===== src/rtl/mem_loader_pkg.sv =====
// Shared definitions for the boot-image loader: word geometry, FSM encoding
// and the byte-lane placement helper.
package mem_loader_pkg;

    localparam int WORD_BYTES = 4;
    localparam int LANE_W     = $clog2(WORD_BYTES);

    typedef enum logic [1:0] {
        ST_LOAD  = 2'd0,
        ST_WRITE = 2'd1,
        ST_DONE  = 2'd2,
        ST_ERR   = 2'd3
    } state_e;

    // Byte for lane k lands at bits [8k+7:8k] of the word (little-endian).
    function automatic logic [31:0] place_lane(input logic [7:0] b,
                                               input logic [LANE_W-1:0] lane);
        return {24'd0, b} << {lane, 3'b000};
    endfunction

endpackage


===== src/rtl/mem_loader.sv =====
// Streams a little-endian byte image into 32-bit memory words, then releases
// the core from reset; overflow beyond MAX_WORDS parks the loader in ERR.
module mem_loader
    import mem_loader_pkg::*;
#(
    parameter logic [31:0] BASE_ADDR = 32'h0000_0000,
    parameter int          MAX_WORDS = 1024
) (
    input  logic        clk,
    input  logic        reset,
    input  logic        in_valid,
    input  logic [7:0]  in_data,
    input  logic        in_last,
    output logic        in_ready,
    output logic        ext_mem_write,
    output logic [31:0] ext_write_data,
    output logic [31:0] ext_data_adr,
    output logic        core_reset,
    output logic        done,
    output logic        error,
    output logic [15:0] word_count
);

    state_e              r_state;
    logic [LANE_W-1:0]   r_lane;
    logic [31:0]         r_buf;
    logic [31:0]         r_wdata;
    logic [31:0]         r_adr;
    logic                r_wr;
    logic                r_last_word;
    logic [15:0]         r_wcount;

    logic                w_accept;
    logic                w_word_end;
    logic                w_full;
    logic [31:0]         w_word_buf;
    logic [31:0]         w_next_adr;

    assign w_accept   = in_valid && (r_state == ST_LOAD);
    assign w_word_buf = r_buf | place_lane(in_data, r_lane);
    assign w_word_end = w_accept && ((r_lane == LANE_W'(WORD_BYTES - 1)) || in_last);
    assign w_full     = ({16'd0, r_wcount} == 32'(MAX_WORDS));
    // Address wraps naturally modulo 2^32 in the 32-bit adder.
    assign w_next_adr = BASE_ADDR + {14'd0, r_wcount, 2'b00};

    // NOTE: clocked state uses non-blocking assignments only, so every
    // register in this block sees the values from before the edge.
    always_ff @(posedge clk) begin
        if (reset) begin
            r_state     <= ST_LOAD;
            r_lane      <= '0;
            r_buf       <= '0;
            r_wdata     <= '0;
            r_adr       <= BASE_ADDR;
            r_wr        <= 1'b0;
            r_last_word <= 1'b0;
            r_wcount    <= '0;
        end else begin
            r_wr <= 1'b0;
            case (r_state)
                ST_LOAD: begin
                    if (w_accept) begin
                        if (w_word_end) begin
                            if (w_full) begin
                                r_state <= ST_ERR;
                            end else begin
                                r_state     <= ST_WRITE;
                                r_wr        <= 1'b1;
                                r_wdata     <= w_word_buf;
                                r_adr       <= w_next_adr;
                                r_last_word <= in_last;
                            end
                        end else begin
                            r_buf  <= w_word_buf;
                            r_lane <= r_lane + LANE_W'(1);
                        end
                    end
                end
                ST_WRITE: begin
                    // Clearing here keeps unfilled upper lanes zero on a short final word.
                    r_wcount <= r_wcount + 16'd1;
                    r_lane   <= '0;
                    r_buf    <= '0;
                    r_state  <= r_last_word ? ST_DONE : ST_LOAD;
                end
                default: ;
            endcase
        end
    end

    assign in_ready       = (r_state == ST_LOAD);
    assign ext_mem_write  = r_wr;
    assign ext_write_data = r_wdata;
    assign ext_data_adr   = r_adr;
    assign core_reset     = (r_state != ST_DONE);
    assign done           = (r_state == ST_DONE);
    assign error          = (r_state == ST_ERR);
    assign word_count     = r_wcount;

endmodule


===== config.mk =====
export PLATFORM = sky130hd
export DESIGN_NAME = mem_loader
export DESIGN_NICKNAME = d
export VERILOG_FILES = /design/src/rtl/mem_loader_pkg.sv /design/src/rtl/mem_loader.sv
export SDC_FILE = /design/constraint.sdc
export NUM_CORES = 1
export LEC_CHECK = 0
export ABC_AREA = 1
export BUFFER_PORTS_ARGS = -buffer_cell sky130_fd_sc_hd__buf_2
export CORE_ASPECT_RATIO = 0.6
export CORE_UTILIZATION = 48
export CTS_CLUSTER_SIZE = 25
export DETAILED_ROUTE_END_ITERATION = 8
export GPL_TIMING_DRIVEN = 0
export PLACE_DENSITY = 0.71
export SLEW_MARGIN = 15
export SYNTH_ARGS = -nofsm -noshare
export SYNTH_HDL_FRONTEND = slang
export SYNTH_SLANG_ARGS = --single-unit

===== constraint.sdc =====
create_clock -name clk -period 1.7 [get_ports clk]
set_input_delay 0.34 -clock clk [delete_from_list [all_inputs] [get_ports clk]]
set_output_delay 0.34 -clock clk [all_outputs]
set_load 0.005 [all_outputs]

==> results.txt <==
- Dividing the detail-routed via count by the number of cells gives 5.08.
- Total power for the finished layout comes to 0.00553 W.
* Period Utilization, post-route: 93.6%
- Setup CP Type: reg2reg
- The H-tree was split into 3 levels.
- Entering global routing, the biggest net connects 17 pins.
- Sequential cells were found to cover 42.3% of the synthesized design area.
- Library cells used by synthesis: 25
- Leading cell types by count after synthesis: sky130_fd_sc_hd__nand2_1, sky130_fd_sc_hd__dfxtp_1, sky130_fd_sc_hd__nor2_1, sky130_fd_sc_hd__a21oi_1, sky130_fd_sc_hd__inv_1
* Root Buffer: sky130_fd_sc_hd__clkbuf_16
* Worst endpoint required time: 1940 ps
- Master of the slowest instance on the critical path: sky130_fd_sc_hd__dfxtp_1
* Reg-to-reg setup timing slack: 110 ps
- STA classifies the critical path startpoint as a register.
* Final weighted congestion in routability-driven placement: 0.942
- Full die area: 10,500 sq um
- Max-cap violations in this run came to 0.
* Max-slew violation count: 0
- The count of buffers added on input and output ports is 80.
* Remaining antenna violation count: 0
- Total global routing overflow: 0
* Antenna violations before repair: 0
* Detailed-route via count: 4,927
* WP buf/inv: 2
- Once the floorplan was initialized, standard cells occupied 51.0% of the core.
* # hold bufs at CTS: 0
* Cell area after synthesis: 4820 sq um
- The first global-routing pass estimated 21.9 mm of wire.
- Site row count: 27
- Wires add up to 13.2 mm.
- Clock latency on the worst-skew pair, taken at its later pin, is approximately 350 ps.
* Cell-by-cell listing of the critical path: inv_1, ha_1, nand3_1, nor2_2, nand2_4, buf_2, a21oi_1, nor2_1
* Result of the run: finished, final reports clean
* Leakage power figure: roughly 2.9 nW
* Number of instances in the placed design: 951
- A synthesized cell averages 6.64 sq um.
- Endpoint kind of the worst setup timing path: register
- Dividing total power by cell area gives a power density of 952 nW/um^2.
- Fraction of registers with async set/reset: 0%
* Post-Place Worst Slack: -92.6 ps
* Most area-hungry cell type in the Yosys netlist: sky130_fd_sc_hd__dfxtp_1
- Across the VDD grid, the largest voltage drop is 618 uV.
* Vias in the first global route: 4,494
- Counting every sink on the clock net gives 102.
- Counting the fill cells in the layout gives ~910.
- The Yosys step of the flow raised 0 warnings.
* Placeable core region: 9460 sq um
- The pre-antenna-repair detailed-routing pass consisted of 5 iterations.
- GRT Total Usage: roughly a quarter
* Storage cell area: between 2000 and 2500 sq um
- Detailed placement finished with a half-perimeter wire length of 9.77 mm.
- Min Clock Period, post-route: 1590 ps
- Across all setup checks in the final design, the least slack found is 109 ps.
- The synthesized design contains 102 register bits.
- The number of clock buffers added by TritonCTS is 9.
- The net count of the finished layout is 850.
- Dividing the detail-routed wire length by the instance count gives 13.7 um.
- Worst Skew: 4.93 ps
- X dimension of the die: 131 um
* Worst Path Max Fanout: 10
* Final hold violation count: 0
- In the routed design, unresolved DRC markers number 0.
- Setup violations remaining at the end of the flow were counted as 0.
- The cell family contributing the most delay on the critical path is simple AND/OR/NAND/NOR gates.
- Synthesis produced a netlist whose cell count is 726.
- First-iteration detailed-routing DRC count: between 400 and 500
- Yosys attributes the largest share of cell area to sky130_fd_sc_hd__dfxtp_1, sky130_fd_sc_hd__nand2_1, sky130_fd_sc_hd__a21oi_1.
- Number of diodes: 0
* Multi-input combinational cell area: 2200 sq um
* Core utilization of the finished layout: 61.5%
- Class of the worst hold path: in2reg
- At the worst endpoint, the arrival time is 1830 ps.
* Highest achievable clock rate: ~630 MHz
* Share of the synthesized area in the top cell type: 42.3%
- Share of final-layout standard cells stronger than drive strength 1: 19.4%
- I/O pin count: 97
- In the post-synthesis netlist, the cell with the most instances is sky130_fd_sc_hd__nand2_1.
* Filler-free cell count of the finished design: 970
- Overall die height: 79.6 um
* Predominant post-synthesis flop cell: sky130_fd_sc_hd__dfxtp_1
* Highest cell delay on the worst timing path: 340 ps
- After clock tree synthesis, the clock-pin slew on the worst setup and hold paths is 70 ps.
* EDFF count, synth: 0
- Maximum buffer depth of the clock tree: 2
- Final hold analysis gives a worst-case slack of 271 ps.
* Area Overhead vs Synth: 20.6%
- TritonCTS built the clock tree.
## sequential cells by signal, indices dropped and copies added (netlist names)
signal,cells
ext_data_adr,16
ext_mem_write,1
ext_write_data,32
r_buf,32
r_lane,2
r_last_word,1
r_state,2
word_count,16
## cell type report
class                   instances  area share (%)
repair buffers                 82            7.15
clock buffers                  10            3.94
flip-flops and latches        102            35.1
well taps                     130            2.80
clock inverters                 6            1.05
inverters                      90            5.92
multi-input cells             493            37.9
plain buffers                  57            6.07
## timing repair
action                     CTS  global route
setup endpoints to repair   50            78
pin swaps                    0             4
setup buffers                0             2
gates cloned                 0             1
resized for setup            1            30
## placed cells by master, fill, tap and decap left out, types with 6 or more instances in the layout
| cell type | Yosys | routed |
|---|---|---|
| sky130_fd_sc_hd__o21ai_0 | 9 | 9 |
| sky130_fd_sc_hd__conb_1 | 1 | 16 |
| sky130_fd_sc_hd__nand2_1 | 168 | 166 |
| sky130_fd_sc_hd__buf_4 | 19 | 29 |
| sky130_fd_sc_hd__buf_2 | 28 | 95 |
| sky130_fd_sc_hd__nand4_1 | 6 | 6 |
| sky130_fd_sc_hd__nand3_1 | 80 | 80 |
| sky130_fd_sc_hd__clkbuf_1 | 10 | 11 |
| sky130_fd_sc_hd__clkbuf_16 | 0 | 9 |
| sky130_fd_sc_hd__inv_1 | 84 | 83 |
| sky130_fd_sc_hd__a21oi_1 | 91 | 91 |
| sky130_fd_sc_hd__dfxtp_1 | 102 | 101 |
| sky130_fd_sc_hd__o21ai_1 | 9 | 9 |
| sky130_fd_sc_hd__nor2_1 | 96 | 94 |
## worst register-to-register path, stage by stage, from the launching register on
cell,delay [ps]
sky130_fd_sc_hd__dfxtp_1,340
sky130_fd_sc_hd__inv_1,120
sky130_fd_sc_hd__ha_1,210
sky130_fd_sc_hd__nand3_1,100
sky130_fd_sc_hd__nor2_2,150
sky130_fd_sc_hd__nand2_4,130
sky130_fd_sc_hd__buf_2,220
sky130_fd_sc_hd__a21oi_1,160
sky130_fd_sc_hd__nor2_1,60
## path summary, 6_finish.rpt
kind | start | end | cells after the start
worst min register to register | r_buf[14] | r_buf[14] | 2
worst min-delay path | reset | word_count[15] | 2
worst max register to register | word_count[1] | ext_write_data[31] | 8
worst max-delay path | word_count[1] | ext_write_data[31] | 8
## per-stage QoR
step / area, sq um / TNS, ps
4_1_cts: 5730 / 0
3_5_place_dp: 5440 / -2230
3_3_place_gp: 5440 / -1180
6_report: 5810 / 0
2_1_floorplan: 4880 / 0
5_1_grt: 5810 / -12.8
## per-layer routing
metal	part of all wire (%)	track usage [%]	routed length, um
met1	50	38.0	6670
met5	0	0	0
met3	7.6	5.21	1010
met4	1.2	7.33	156
met2	41	40.1	5410
## power breakdown
part / switching (W) / internal, W / leakage [nW]
logic: 0.000521 / 0.000338 / 1.90
registers: 0.0000756 / 0.00255 / 0.838
clock network: 0.000906 / 0.00114 / 0.143
## cell families (layout without fill, tap and decap cells)
family,Yosys count,count (layout),share of synthesized area [%]
AO/OA/AOI/OAI,112,112,11.8
XOR/XNOR,1,1,0.182
other,1,16,0.0778
adder cells (fa/ha/maj),3,3,0.778
buffers and inverters,147,245,13.6
flip-flops,102,102,42.3
AND/OR/NAND/NOR,360,361,31.2
Note: power is estimated with default switching activity, not from simulation.
